File: config.mk
export PLATFORM = sky130hd
export DESIGN_NAME = ac97_frame_ctrl
export DESIGN_NICKNAME = d
export VERILOG_FILES = /design/src/rtl/ac97_frame_ctrl.sv
export SDC_FILE = /design/constraint.sdc
export NUM_CORES = 1
export LEC_CHECK = 0
export CAP_MARGIN = 10
export CORE_ASPECT_RATIO = 1.5
export CORE_MARGIN = 2
export CORE_UTILIZATION = 45
export DETAILED_ROUTE_END_ITERATION = 12
export PLACE_DENSITY = 0.88
export SLEW_MARGIN = 20
export SYNTH_ARGS = -nofsm -noshare
export SYNTH_HDL_FRONTEND = slang
export SYNTH_SLANG_ARGS = --single-unit
File: constraint.sdc
create_clock -name clock -period 10.3 [get_ports clock]
set_clock_uncertainty 0.2 [all_clocks]
set_input_delay 3.09 -clock clock [delete_from_list [all_inputs] [get_ports clock]]
set_output_delay 3.09 -clock clock [all_outputs]
set_load 0.01 [all_outputs]
File: src/rtl/ac97_frame_ctrl.sv
// ac97_frame_ctrl
//   System-clock front end for the ac97 frame assembler. Each rising edge of
//   ac97_ready (resynchronised) becomes one frame tick. On every tick the block
//   issues one codec register write, hands over one stereo playback sample and
//   captures one stereo record sample. After WAIT_FRAMES ticks of codec settle
//   time, a 6-entry init list is written, then the same list is refreshed
//   continuously so volume/source changes reach the codec within 6 ticks.
//
//   Optional feature macro: AC97_LOOPBACK_EN adds the loopback input, which
//   routes the record sample straight back to playback while high.
//
// Ports
//   clock, reset                    system clock, async active-high reset
//   ac97_ready                      frame ready from ac97 (asynchronous here)
//   volume, source                  master/headphone volume (31 = loudest), rec select
//   out_left, out_right             playback samples from the datapath
//   left_in_data, right_in_data     record samples from ac97
//   loopback                        (AC97_LOOPBACK_EN only) record -> playback
//   command_address/data/valid      codec register write to ac97
//   left_data, right_data, *_valid  playback slot data to ac97
//   in_left, in_right               captured record samples
//   sample_strobe                   1-cycle pulse per tick
//   init_done                       high once the init list has been issued
module ac97_frame_ctrl #(
  parameter int unsigned WAIT_FRAMES = 16,
  parameter logic [4:0]  PCM_ATTEN   = 5'h08
) (
  input  logic        clock,
  input  logic        reset,
  input  logic        ac97_ready,
  input  logic [4:0]  volume,
  input  logic        source,
  input  logic [19:0] out_left,
  input  logic [19:0] out_right,
  input  logic [19:0] left_in_data,
  input  logic [19:0] right_in_data,
`ifdef AC97_LOOPBACK_EN
  input  logic        loopback,
`endif
  output logic [7:0]  command_address,
  output logic [15:0] command_data,
  output logic        command_valid,
  output logic [19:0] left_data,
  output logic [19:0] right_data,
  output logic        left_valid,
  output logic        right_valid,
  output logic [19:0] in_left,
  output logic [19:0] in_right,
  output logic        sample_strobe,
  output logic        init_done
);

  typedef enum logic [1:0] {S_WAIT, S_INIT, S_RUN} state_t;

  localparam int unsigned CW = $clog2(WAIT_FRAMES + 1);

  state_t        state;
  logic [CW-1:0] frame_cnt;
  logic [2:0]    cmd_idx;
  logic [2:0]    next_idx;
  logic          ready_s1, ready_s2, ready_s3;
  logic          tick;
  logic [4:0]    atten;
  logic [15:0]   vol_data;
  logic [7:0]    cmd_addr_c;
  logic [15:0]   cmd_data_c;
  logic [19:0]   play_left_c, play_right_c;

  // Synchroniser and edge detector preset to 1: a ready level that is already
  // high when reset releases does not look like a rising edge, so ticks that
  // arrive during reset are lost.
  always_ff @(posedge clock or posedge reset) begin
    if (reset) begin
      ready_s1 <= 1'b1;
      ready_s2 <= 1'b1;
      ready_s3 <= 1'b1;
    end else begin
      ready_s1 <= ac97_ready;
      ready_s2 <= ready_s1;
      ready_s3 <= ready_s2;
    end
  end

  assign tick = ready_s2 & ~ready_s3;

  // Volume fields are attenuation; volume 0 sets the mute bit instead.
  always_comb begin
    atten    = 5'd31 - volume;
    vol_data = (volume == '0) ? 16'h8000 : {3'b000, atten, 3'b000, atten};
  end

  always_comb begin
    cmd_addr_c = 8'h02;
    cmd_data_c = vol_data;
    case (cmd_idx)
      3'd0: begin cmd_addr_c = 8'h02; cmd_data_c = vol_data; end
      3'd1: begin cmd_addr_c = 8'h04; cmd_data_c = vol_data; end
      3'd2: begin cmd_addr_c = 8'h18; cmd_data_c = {3'b000, PCM_ATTEN, 3'b000, PCM_ATTEN}; end
      3'd3: begin cmd_addr_c = 8'h1A; cmd_data_c = source ? 16'h0404 : 16'h0000; end
      3'd4: begin cmd_addr_c = 8'h1C; cmd_data_c = 16'h0F0F; end
      3'd5: begin cmd_addr_c = 8'h0E; cmd_data_c = 16'h0008; end
      default: begin cmd_addr_c = 8'h02; cmd_data_c = vol_data; end
    endcase
  end

  assign next_idx = (cmd_idx == 3'd5) ? 3'd0 : cmd_idx + 3'd1;

  always_comb begin
    play_left_c  = out_left;
    play_right_c = out_right;
`ifdef AC97_LOOPBACK_EN
    if (loopback) begin
      play_left_c  = left_in_data;
      play_right_c = right_in_data;
    end
`endif
  end

  always_ff @(posedge clock or posedge reset) begin
    if (reset) begin
      state           <= S_WAIT;
      frame_cnt       <= '0;
      cmd_idx         <= '0;
      command_address <= '0;
      command_data    <= '0;
      command_valid   <= 1'b0;
      left_data       <= '0;
      right_data      <= '0;
      left_valid      <= 1'b0;
      right_valid     <= 1'b0;
      in_left         <= '0;
      in_right        <= '0;
      sample_strobe   <= 1'b0;
      init_done       <= 1'b0;
    end else begin
      sample_strobe <= tick;
      if (tick) begin
        in_left    <= left_in_data;
        in_right   <= right_in_data;
        left_data  <= play_left_c;
        right_data <= play_right_c;
        case (state)
          S_WAIT: begin
            // WAIT_FRAMES full silent ticks precede the tick carrying cmd 0.
            if (frame_cnt == CW'(WAIT_FRAMES)) begin
              command_address <= cmd_addr_c;
              command_data    <= cmd_data_c;
              command_valid   <= 1'b1;
              cmd_idx         <= next_idx;
              state           <= S_INIT;
            end else begin
              frame_cnt <= frame_cnt + CW'(1);
            end
          end
          S_INIT: begin
            command_address <= cmd_addr_c;
            command_data    <= cmd_data_c;
            command_valid   <= 1'b1;
            cmd_idx         <= next_idx;
            if (cmd_idx == 3'd5) begin
              init_done   <= 1'b1;
              left_valid  <= 1'b1;
              right_valid <= 1'b1;
              state       <= S_RUN;
            end
          end
          S_RUN: begin
            command_address <= cmd_addr_c;
            command_data    <= cmd_data_c;
            command_valid   <= 1'b1;
            cmd_idx         <= next_idx;
          end
          default: state <= S_WAIT;
        endcase
      end
    end
  end

endmodule

-- Yosys cells after proc, flatten, opt, wreduce, memory -nomap -nowiden
Cells that the tools add are included.
- bitwise logic cells: 4
- reductions and logical operators: 8
- multiplexer cells: 16
- $add $sub $neg: 3
- equality and inequality tests: 10
- operators by type and width (cell ; count):
    case mux 16 bit (4 select lines) ; 1
    2-to-1 mux 16 bit ; 2
    case mux 16 bit (2 select lines) ; 1
    case mux 5 bit (5 select lines) ; 1
    case mux 8 bit (2 select lines) ; 1
    2-to-1 mux 11 bit ; 1
    AND reduction 3 bit ; 3
    2-to-1 mux 8 bit ; 1
    == test 3 x 2 -> 1 bit, second input constant ; 2
    == test 3 bit, second input constant ; 2
    2-to-1 mux 3 bit ; 2
    case mux 2 bit (3 select lines) ; 1
    case mux 3 bit (2 select lines) ; 1
    adder 5 x 1 -> 5 bit, second input constant ; 1
    == test 5 bit, second input constant ; 1
    logical NOT 5 bit ; 1
    subtractor 5 bit, first input constant ; 1
    2-to-1 mux 2 bit ; 2
    inequality test 2 bit, second input constant ; 2
    AND reduction 4 bit ; 1
    adder 3 x 1 -> 3 bit, second input constant ; 1
    == test 3 x 1 -> 1 bit, second input constant ; 1
    NOT 1 bit ; 3
    == test 2 x 1 -> 1 bit, second input constant ; 1
    other kinds (7) ; 7
- register bits: 120
- input bits: 89
- logic and storage cells: 56

-- Depth between registers and ports, before layout
- depth in word-level cells: 5
- depth in mapped cells: 7
- depth with buffers taken out: 6

-- Worst setup path after synthesis
Ideal clock, no wire load.
- kind: input -> register
- start point: input volume[1]
- end point: register command_data[10]
- arrival time: 3.910 ns
- buffers on the path: 0
- data required time: 9.971 ns
- path slack: 6.061 ns
- library setup time: 0.129 ns
- stages on the path: 4
- cell sequence: nor4_4 -> a2111oi_4 -> a221oi_1 -> a21oi_1
- cells in the longest elaborated chain, start to end: 5
- elaborated cells on any way between the ends: 6
- classes of those cells: 1 x add/sub; 4 x mux; 1 x reduce/logical
- RTL lines (element ; RTL line ; text):
    start: declaration ; 31 ; input logic [4:0] volume,
    subtractor 5 bit or logical NOT 5 bit (tied branches) ; 88, 89 ;
    2-to-1 mux 16 bit (*) ; 89 ; vol_data = (volume == '0) ? 16'h8000 : {3'b000, atten, 3'b000, atten};
    case mux 16 bit (4 select lines) (*) ; 95 ; case (cmd_idx)
    2-to-1 mux 16 bit ; 145 ; if (frame_cnt == CW'(WAIT_FRAMES)) begin
    case mux 16 bit (2 select lines) (*) ; 142 ; case (state)
    end signal: assignment ; 147 ; command_data <= cmd_data_c;
    end signal: assignment ; 157 ; command_data <= cmd_data_c;
    end signal: assignment ; 169 ; command_data <= cmd_data_c;
    end: declaration ; 41 ; output logic [15:0] command_data,
Every way passes the cells marked *; elsewhere a longest branch is shown, timed or not. The select of a mux whose other input is x is not followed.
A chain may end at the register's enable or synchronous reset.

-- Final worst setup path
- start point: register command_data[10]
- end point: output command_data[10]
No word-level cell between the ends.

==> flow_metrics.env <==
export IMPL_clk_path_buf_depth=2
export IMPL_grt_pass1_wl_mm=18.0
export IMPL_min_path_type="reg -> reg"
export IMPL_cts_tree="done"
export IMPL_numClockSinks=107
export IMPL_overflow=0
export IMPL_rsz0062_at_grt="false"
export IMPL_die_h_um=126
export IMPL_ys_types=40
export IMPL_postCtsHoldBufs=0
export IMPL_start_util_pct=46.0
export IMPL_ff2ff_setup_slack_ns=8.23
export IMPL_globalRouteMet3Util_pct=3.70
export IMPL_crit_required_ns=7.01
export IMPL_nNetsFinal=739
export IMPL_fin_util_pct=68.5
export IMPL_place_congestion=0.876
export IMPL_tritoncts_num_buffers=9
export IMPL_cp_start_kind="register"
export IMPL_syn_area_per_cell_um2=9.33
export IMPL_num_vias=3729
export IMPL_postRouteAntennaNets=0
export IMPL_wl_mm=11.1
export IMPL_grt_max_degree=84
export IMPL_avgViaCountPerCell=4.86
export IMPL_async_reset_ff_share_pct=100
export IMPL_grt_busiest_layer="met2"
export IMPL_endpoint_kind="primary output"
export IMPL_relSlewSlack_pct=41.0
export IMPL_crit_type="reg -> out"
export IMPL_io_pins=198
export IMPL_netlist_top_cells_area="dfrtp_1 (59%), nand2_1 (22%), buf_4 (2.7%)"
export IMPL_grtUsageMet2_pct=37.6
export IMPL_use_met1_pct=23.7
export IMPL_dpl_cell_area_um2=6280
export IMPL_synth_seq_cells=107
export IMPL_critPathSlowestCell="clkdlybuf4s50_1"
export IMPL_synth_edf_count=0
export IMPL_cts_root_buf="clkbuf_16"
export IMPL_first_global_vias=3818
export IMPL_p_leak_uw=0.00315
export IMPL_ctsResizeCount=0
export IMPL_setup_tns_ns=0
export IMPL_dr_pass1_iters=4
export IMPL_synth_top_cell_area_share_pct=58.7
export IMPL_num_antenna_cells=0
export IMPL_clkTransAtPathRegs_ns=0.07
export IMPL_slew_violations=0
export IMPL_holdWs_ns=0.160
export IMPL_fmax_ghz=0.217
export IMPL_final_area_um2=6600
export IMPL_die_w_um=85.0
export IMPL_max_stage_delay_ns=0.56
export IMPL_drv_cap=0
export IMPL_worstMarginPinSlew_ns=0.885
export IMPL_htree_levels=3
export IMPL_synth_most_common_cell="nand2_1"
export IMPL_dpl_worst_slack_ns=5.29
export IMPL_cp_max_fo=3
export IMPL_fin_crit_ns=4.61
export IMPL_grtUsageTotal_pct=21.3
export IMPL_cp_arrival_ns=1.32
export IMPL_r2r_end="in_left[8]"
export IMPL_cp_top_family="buffers and inverters"
export IMPL_worstSkewPairLatency_ns=0.34
export IMPL_peakVddDrop_mv=0.131
export IMPL_hold_path_endpoint="ready_s2"
export IMPL_synthToLayoutAreaGrowth_pct=48.9
export IMPL_coreArea_um2=9630
export IMPL_wl_per_cell_um=14.4
export IMPL_drive_gt1_share_pct=5.21
export IMPL_yosys_area_top_type="dfrtp_1"
export IMPL_worstHoldPathCells=0
export IMPL_yosysSeqAreaShare_pct=60.5
export IMPL_synthCells=475
export IMPL_rows=44
export IMPL_numPortBuffers=188
export IMPL_synth_ff_type="dfrtp_1"
export IMPL_min_from="ready_s1"
export IMPL_synthTopCellsByCount="nand2_1 (256), dfrtp_1 (104), buf_4 (16)"
export IMPL_crit_buf_inv=1
export IMPL_regToRegStartpoint="ready_s2"
export IMPL_die_area_um2=10700
export IMPL_rr_worst_depth=5
export IMPL_setup_viol=0
export IMPL_crit_chain="clkdlybuf4s50_1"
export IMPL_drt_initial_drc_count=110
export IMPL_pwr_density_cell_nw_per_um2=199
export IMPL_syn_cell_area_um2=4430
export IMPL_dp_hpwl_mm=8.00
export IMPL_hold_viol_final=0
export IMPL_status="finished, final reports clean"
export IMPL_finalWorstSetupSlack_ns=5.69
export IMPL_yosysWarnings=0
export IMPL_remaining_drc_errors=0
export IMPL_antenna_found_initial=0
export IMPL_fin_crit_sh_pct=44.7
export IMPL_postCtsSetupRepairBufs=0
## metrics by stage
step | total power (uW) | cells
floorplan | 770 | 483
global placement | 944 | 751
finish | 1310 | 767
global route | 1380 | 767
CTS | 1320 | 767
detailed placement | 962 | 751
## power breakdown
| part | switching [uW] | total [uW] | leakage, uW | internal, uW |
|---|---|---|---|---|
| clock network | 143 | 356 | 0.000143 | 213 |
| logic | 173 | 393 | 0.00170 | 219 |
| registers | 64.6 | 563 | 0.00131 | 498 |
| total | 381 | 1310 | 0.00315 | 931 |
## final cells by class
class | instances | area (um^2)
Inverter | 7 | 28.8
Clock buffer | 12 | 236
Clock inverter | 4 | 75.1
Timing Repair Buffer | 191 | 1900
Tap cell | 115 | 144
Multi-Input combinational cell | 331 | 1530
Fill cell | 742 | 3040
Sequential cell | 107 | 2680
## sequential cells by signal, summed over array words and instances (netlist names)
signal / flops
sample_strobe: 1
in_left: 20
command_address: 4
in_right: 20
ready_s3: 1
frame_cnt: 5
init_done: 1
left_data: 20
command_data: 7
state: 2
command_valid: 1
right_data: 20
ready_s2: 1
cmd_idx: 3
ready_s1: 1
## kinds of logic after synthesis
family,synth area share [%]
AOI/OAI and AO/OA,3.95
DFF,60.5
and+or+nand+nor,27.3
xor gates and xnor gates,1.19
other,0.0846
buffers and inverters,5.79
muxes,0.339
adders and majority gates,0.847
## metal layers
| layer | up-vias | part of all wire (%) |
|---|---|---|
| met5 | - | 0 |
| met4 | 0 | 4.4 |
| met3 | 36 | 6.1 |
| met2 | 169 | 52 |
| met1 | 1738 | 38 |
| li1 | 1786 | - |
## worst max path at each step
| stage | slack [ns] | cells past startpoint | end | startpoint |
|---|---|---|---|---|
| 3_5_place_dp | 5.29 | 3 | left_data[10] | reset |
| 5_1_grt | 5.48 | 3 | frame_cnt[3] | reset |
| 2_1_floorplan | 4.20 | 1 | cmd_idx[0] | reset |
| 3_3_place_gp | 5.37 | 3 | left_data[10] | reset |
| 4_1_cts | 5.66 | 1 | command_data[10] | command_data[10] |
| 6_report | 5.69 | 1 | command_data[10] | command_data[10] |
## layout by cell type, fill, tap and decap left out, types with 2 or more instances in the layout
cell,count
nand4_1,2
xnor2_1,6
clkdlybuf4s50_1,188
nand2b_1,5
clkinvlp_4,2
dfstp_2,3
nor2_1,12
a21oi_1,5
dfrtp_1,104
buf_4,3
nand2_1,256
bufinv_16,2
o31ai_1,2
clkbuf_1,3
inv_1,5
conb_1,9
clkbuf_16,9
ha_1,3
nor3_1,3
o21ai_0,7
No activity file was read; power rests on OpenSTA's default activity.
